--- config.mk ---
export PLATFORM = sky130hd
export DESIGN_NAME = figure_cursor_fsm
export DESIGN_NICKNAME = d
export VERILOG_FILES = /design/src/rtl/figure_cursor_fsm.sv
export SDC_FILE = /design/constraint.sdc
export NUM_CORES = 1
export LEC_CHECK = 0
export BUFFER_PORTS_ARGS = -buffer_cell sky130_fd_sc_hd__buf_2
export CAP_MARGIN = 20
export CORE_MARGIN = 2
export CORE_UTILIZATION = 50
export DETAILED_ROUTE_END_ITERATION = 8
export PLACE_DENSITY = 0.71
export SYNTH_ARGS = -nofsm -noshare
export SYNTH_HDL_FRONTEND = slang
export SYNTH_SLANG_ARGS = --single-unit
--- constraint.sdc ---
create_clock -name clk -period 4.15 [get_ports clk]
set_clock_uncertainty 0.2 [all_clocks]
set_input_delay 0.2075 -clock clk [delete_from_list [all_inputs] [get_ports clk]]
set_output_delay 0.2075 -clock clk [all_outputs]
set_load 0.05 [all_outputs]
--- src/rtl/figure_cursor_fsm.sv ---
// rtl/figure_cursor_fsm.sv - cursor/selection state machine for the 3x3 figure display
module figure_cursor_fsm #(
    parameter int REPEAT_DELAY = 25000000,
    parameter int REPEAT_RATE  = 10000000,
    parameter int CNT_W        = 25
) (
    input  logic       clk,
    input  logic       rst,
    input  logic       up,
    input  logic       down,
    input  logic       left,
    input  logic       right,
    input  logic       sel,
    output logic [8:0] fig_onehot,
    output logic       complete_screen,
    output logic [1:0] cursor_row,
    output logic [1:0] cursor_col
);

    typedef enum logic {
        BROWSE = 1'b0,
        FULL   = 1'b1
    } state_t;

    typedef enum logic [2:0] {
        DIR_NONE  = 3'd0,
        DIR_UP    = 3'd1,
        DIR_DOWN  = 3'd2,
        DIR_LEFT  = 3'd3,
        DIR_RIGHT = 3'd4
    } dir_t;

    localparam logic [CNT_W-1:0] DELAY_LAST = CNT_W'(REPEAT_DELAY - 1);
    localparam logic [CNT_W-1:0] RATE_LAST  = CNT_W'(REPEAT_RATE - 1);

    state_t           r_state;
    logic [1:0]       r_row;
    logic [1:0]       r_col;
    logic [8:0]       r_fig;
    logic [CNT_W-1:0] r_cnt;
    logic             r_phase;
    dir_t             r_dir;
    logic [4:0]       r_prev;

    // button vector order: {sel, right, left, down, up}
    logic [4:0]       w_btn;
    logic [4:0]       w_edge;
    logic             w_held;
    dir_t             w_move;
    state_t           w_state_n;
    logic [1:0]       w_row_n;
    logic [1:0]       w_col_n;
    logic [8:0]       w_fig_n;
    logic [CNT_W-1:0] w_cnt_n;
    logic             w_phase_n;
    dir_t             w_dir_n;
    logic [3:0]       w_idx;

    assign w_btn  = {sel, right, left, down, up};
    assign w_edge = w_btn & ~r_prev;

    // Is the direction currently driving auto-repeat still pressed?
    always_comb begin
        w_held = 1'b0;
        case (r_dir)
            DIR_UP:    w_held = up;
            DIR_DOWN:  w_held = down;
            DIR_LEFT:  w_held = left;
            DIR_RIGHT: w_held = right;
            default:   w_held = 1'b0;
        endcase
    end

    // Next-state: mode toggle, edge-triggered moves, and auto-repeat timing
    always_comb begin
        w_state_n = r_state;
        w_cnt_n   = r_cnt;
        w_phase_n = r_phase;
        w_dir_n   = r_dir;
        w_move    = DIR_NONE;
        case (r_state)
            BROWSE: begin
                if (w_edge[4]) begin
                    // select wins; any simultaneous direction edge is dropped
                    w_state_n = FULL;
                    w_cnt_n   = '0;
                    w_phase_n = 1'b0;
                    w_dir_n   = DIR_NONE;
                end else if (w_edge[3:0] != 4'b0000) begin
                    if (w_edge[0])      w_move = DIR_UP;
                    else if (w_edge[1]) w_move = DIR_DOWN;
                    else if (w_edge[2]) w_move = DIR_LEFT;
                    else                w_move = DIR_RIGHT;
                    w_dir_n   = w_move;
                    w_cnt_n   = '0;
                    w_phase_n = 1'b0;
                end else if (r_dir != DIR_NONE) begin
                    if (!w_held) begin
                        w_cnt_n   = '0;
                        w_phase_n = 1'b0;
                        w_dir_n   = DIR_NONE;
                    end else if (r_cnt == (r_phase ? RATE_LAST : DELAY_LAST)) begin
                        w_move    = r_dir;
                        w_cnt_n   = '0;
                        w_phase_n = 1'b1;
                    end else begin
                        w_cnt_n = r_cnt + CNT_W'(1);
                    end
                end
            end
            FULL: begin
                // repeat machinery stays idle while the figure is full-screen
                w_cnt_n   = '0;
                w_phase_n = 1'b0;
                w_dir_n   = DIR_NONE;
                if (w_edge[4]) begin
                    w_state_n = BROWSE;
                end
            end
            default: begin
                w_state_n = BROWSE;
            end
        endcase
    end

    // Cursor arithmetic with wrap-around, and the matching one-hot select
    always_comb begin
        w_row_n = r_row;
        w_col_n = r_col;
        case (w_move)
            DIR_UP:    w_row_n = (r_row == 2'd0) ? 2'd2 : r_row - 2'd1;
            DIR_DOWN:  w_row_n = (r_row == 2'd2) ? 2'd0 : r_row + 2'd1;
            DIR_LEFT:  w_col_n = (r_col == 2'd0) ? 2'd2 : r_col - 2'd1;
            DIR_RIGHT: w_col_n = (r_col == 2'd2) ? 2'd0 : r_col + 2'd1;
            default: begin
                w_row_n = r_row;
                w_col_n = r_col;
            end
        endcase
        w_idx   = 4'(w_row_n) * 4'd3 + 4'(w_col_n);
        w_fig_n = 9'd1 << w_idx;
    end

    // State register; reset forces idle browse at the top-left figure
    always_ff @(posedge clk) begin
        if (rst) begin
            r_state <= BROWSE;
            r_row   <= 2'd0;
            r_col   <= 2'd0;
            r_fig   <= 9'b000000001;
            r_cnt   <= '0;
            r_phase <= 1'b0;
            r_dir   <= DIR_NONE;
            r_prev  <= 5'b11111;
        end else begin
            r_state <= w_state_n;
            r_row   <= w_row_n;
            r_col   <= w_col_n;
            r_fig   <= w_fig_n;
            r_cnt   <= w_cnt_n;
            r_phase <= w_phase_n;
            r_dir   <= w_dir_n;
            r_prev  <= w_btn;
        end
    end

    assign fig_onehot      = r_fig;
    assign complete_screen = (r_state == FULL);
    assign cursor_row      = r_row;
    assign cursor_col      = r_col;

endmodule
==> results.ini <==
[power_and_ir_drop]
power_density_nw_per_um2=348.4
p_total_mw=1.064
irDropWorstVdd_uv=226.9
cellLeakagePower_nw=1.144

[synthesis]
ys.warnings.count=0
synth_seq_cells=48
synth_cell_type_count=56
syn_inst=274
ys.flop_type=dfxtp_1
yosys.area.top_type=dfxtp_1
synth_seq_area_share=0.3821
synth_area_sq_um=2515
avgSynthCellArea_sq_um=9.179
synthArstFlopShare=0
synth_nets=292
synth_top_area_share=0.3821
synthTopCellsByArea=dfxtp_1 (38%), xor2_1 (4.9%), ha_1 (4.5%), nor2_1 (4.2%), and3_1 (2.5%)
synth_edf_count=0

[placed_design]
io_buffers=20
pre_cts_slack_ps=-96.51
hpwl_um=3667
place.gp.congestion=0.8729
place_area_sq_um=2750

[setup_path]
ff2ff_setup_slack_ps=130
cp_max_fo=7
r2r_end=fig_onehot[8]
reg2regPathDepth=13
cp_data_arrival_time_ps=4050
worst-setup-path-type=flop to flop
rr_startpoint=r_cnt[7]
worstSetupEndpointType=flop
start_kind=flop
cp.required_ps=4180
startpoint=r_cnt[7]

[timing]
fin_hold_ws_ps=136.4
relSlewSlack=0.2873
setup_ws_ps=132.7
tightest_slew_ps=1064
period_needed_ps=4017
max_freq_mhz=248.9
finalHoldViolCount=0
slew_violations=0
finalSetupViolCount=0
post-route-period-util=0.9680

[cells_and_area]
syn2layout_area_growth_pct=21.39
layout-drive-gt1-share=0.2564
final_util=0.6379
layout.nets=329
final_common_cell=dfxtp_1
fillers=413
n_antenna_cell=0
layout_common_cells=dfxtp_1 (44), nor2_1 (28), buf_2 (20)
final_cell_area_sq_um=3053

[route]
dr.pass1.iters=4
drt_iter0_drc=79
drc=0
dr_total_vias=2163
ant_nets=0
wl_um=5529
wl_per_cell_um=14.59
vias_per_cell=5.707

[floorplan]
pin_count=21
dieWidth_um=74.92
die-area_sq_um=5613
num_rows=25
start_util=0.5255
fp.coreArea_sq_um=4786
fp.dieH_um=74.92

[global_route]
track_usage=0.2011
grt_overflow=0
grt_start_max_net_pins=25
grt_pass1_wl_um=8749
antenna_found_initial=0
grt_pass1_vias=1943

[clock_network]
clk_pin_slew_ps=90
cts_max_level=2
cts_tree=built
cts_buffers=5
clock_sinks=48
clockBufferDepth=2
root_buffer=clkbuf_8
insertion_delay_ps=310

[outcome]
status=finished, final reports clean

[min_path]
hold_path_depth=2
min_to=complete_screen
hold_class=input port to flop
min-delay-start=rst

[run]
maxCapViolations=0

==> stage by stage <==
stage | std cells | TNS [ps]
floorplan | 274 | 0
global placement | 363 | 0
detailed placement | 363 | -219.6
CTS | 376 | 0
global route | 379 | -66.71
finish | 379 | 0
==> where the power goes <==
part	total, mW	switching (mW)	leakage, nW	internal [mW]
registers	0.494	0.0104	0.392	0.484
logic	0.276	0.183	0.701	0.0930
clock network	0.293	0.160	0.0510	0.133
==> cells in the mapped netlist, types with 4 or more instances <==
cell,instances
a21oi_1,7
a31oi_1,6
xnor2_1,6
and4_1,4
nand2b_1,5
o21ai_0,4
nand3_1,12
nor3b_1,5
and3_1,10
and2_1,5
ha_1,9
dfxtp_1,48
nor3_1,9
nor4b_1,4
o211ai_1,4
clkbuf_1,7
nand2_1,10
xor2_1,14
nor2_1,28
or2_2,5
nand4_1,9
inv_1,12
==> cell families (layout without fill, tap and decap cells) <==
kind of cell / Yosys count / after routing / share of synthesized area
simple gates: 130 / 130 / 0.3080
flops: 48 / 48 / 0.3821
compound gates: 42 / 42 / 0.1418
buf+inv: 22 / 60 / 0.03333
xor+xnor: 20 / 20 / 0.06965
fa+ha+maj: 11 / 11 / 0.06070
mux: 1 / 1 / 0.004477
==> critical path, stage by stage, from the launching register on <==
cell	delay, ps
dfxtp_1	340
nor4b_1	410
o2111ai_2	230
a211oi_4	190
buf_4	190
a32oi_4	180
buf_4	210
o211ai_1	230
o221ai_2	150
fa_1	530
ha_1	160
fa_2	480
nor2_1	160
nor4bb_4	290
==> state kept, by name, summed over array words and instances, names as in the netlist <==
register         cells
r_phase              1
r_cnt               25
fig_onehot           9
cursor_col           2
r_dir                3
complete_screen      1
r_prev               5
cursor_row           2
==> layer usage <==
layer	global-route usage	part of all wire
met1	0.2850	0.47
met2	0.3060	0.47
met3	0.03213	0.041
met4	0.08135	0.014
met5	0	0
==> timing repair <==
item | CTS | global route
endpoints found under the setup margin | 7 | 9
buffers inserted | 0 | 3
endpoints found under the hold margin | 5 | 0
resized for setup | 4 | 20
pin swaps | 0 | 7
hold buffers | 5 | 0
==> area by class of cell <==
| class | count | area, sq um | share of cell area |
|---|---|---|---|
| repair buffers | 40 | 262.8 | 0.08607 |
| well taps | 67 | 83.83 | 0.02746 |
| clock buffers | 6 | 82.58 | 0.02705 |
| multi-input cells | 204 | 1603 | 0.5250 |
| flip-flops and latches | 48 | 965.9 | 0.3164 |
| clock inverters | 2 | 10.01 | 0.003279 |
| inverters | 12 | 45.04 | 0.01475 |
==> how the worst max path moves through the flow <==
stage               endpoint  slack, ps  cells past startpoint
2_1_floorplan  fig_onehot[8]         10                     11
4_1_cts        fig_onehot[0]         20                     12
3_5_place_dp   fig_onehot[8]       -100                     11
5_1_grt        fig_onehot[8]        -60                     13
3_3_place_gp   fig_onehot[8]         20                     11
6_report       fig_onehot[8]        130                     13
Note: power is estimated with default switching activity, not from simulation.
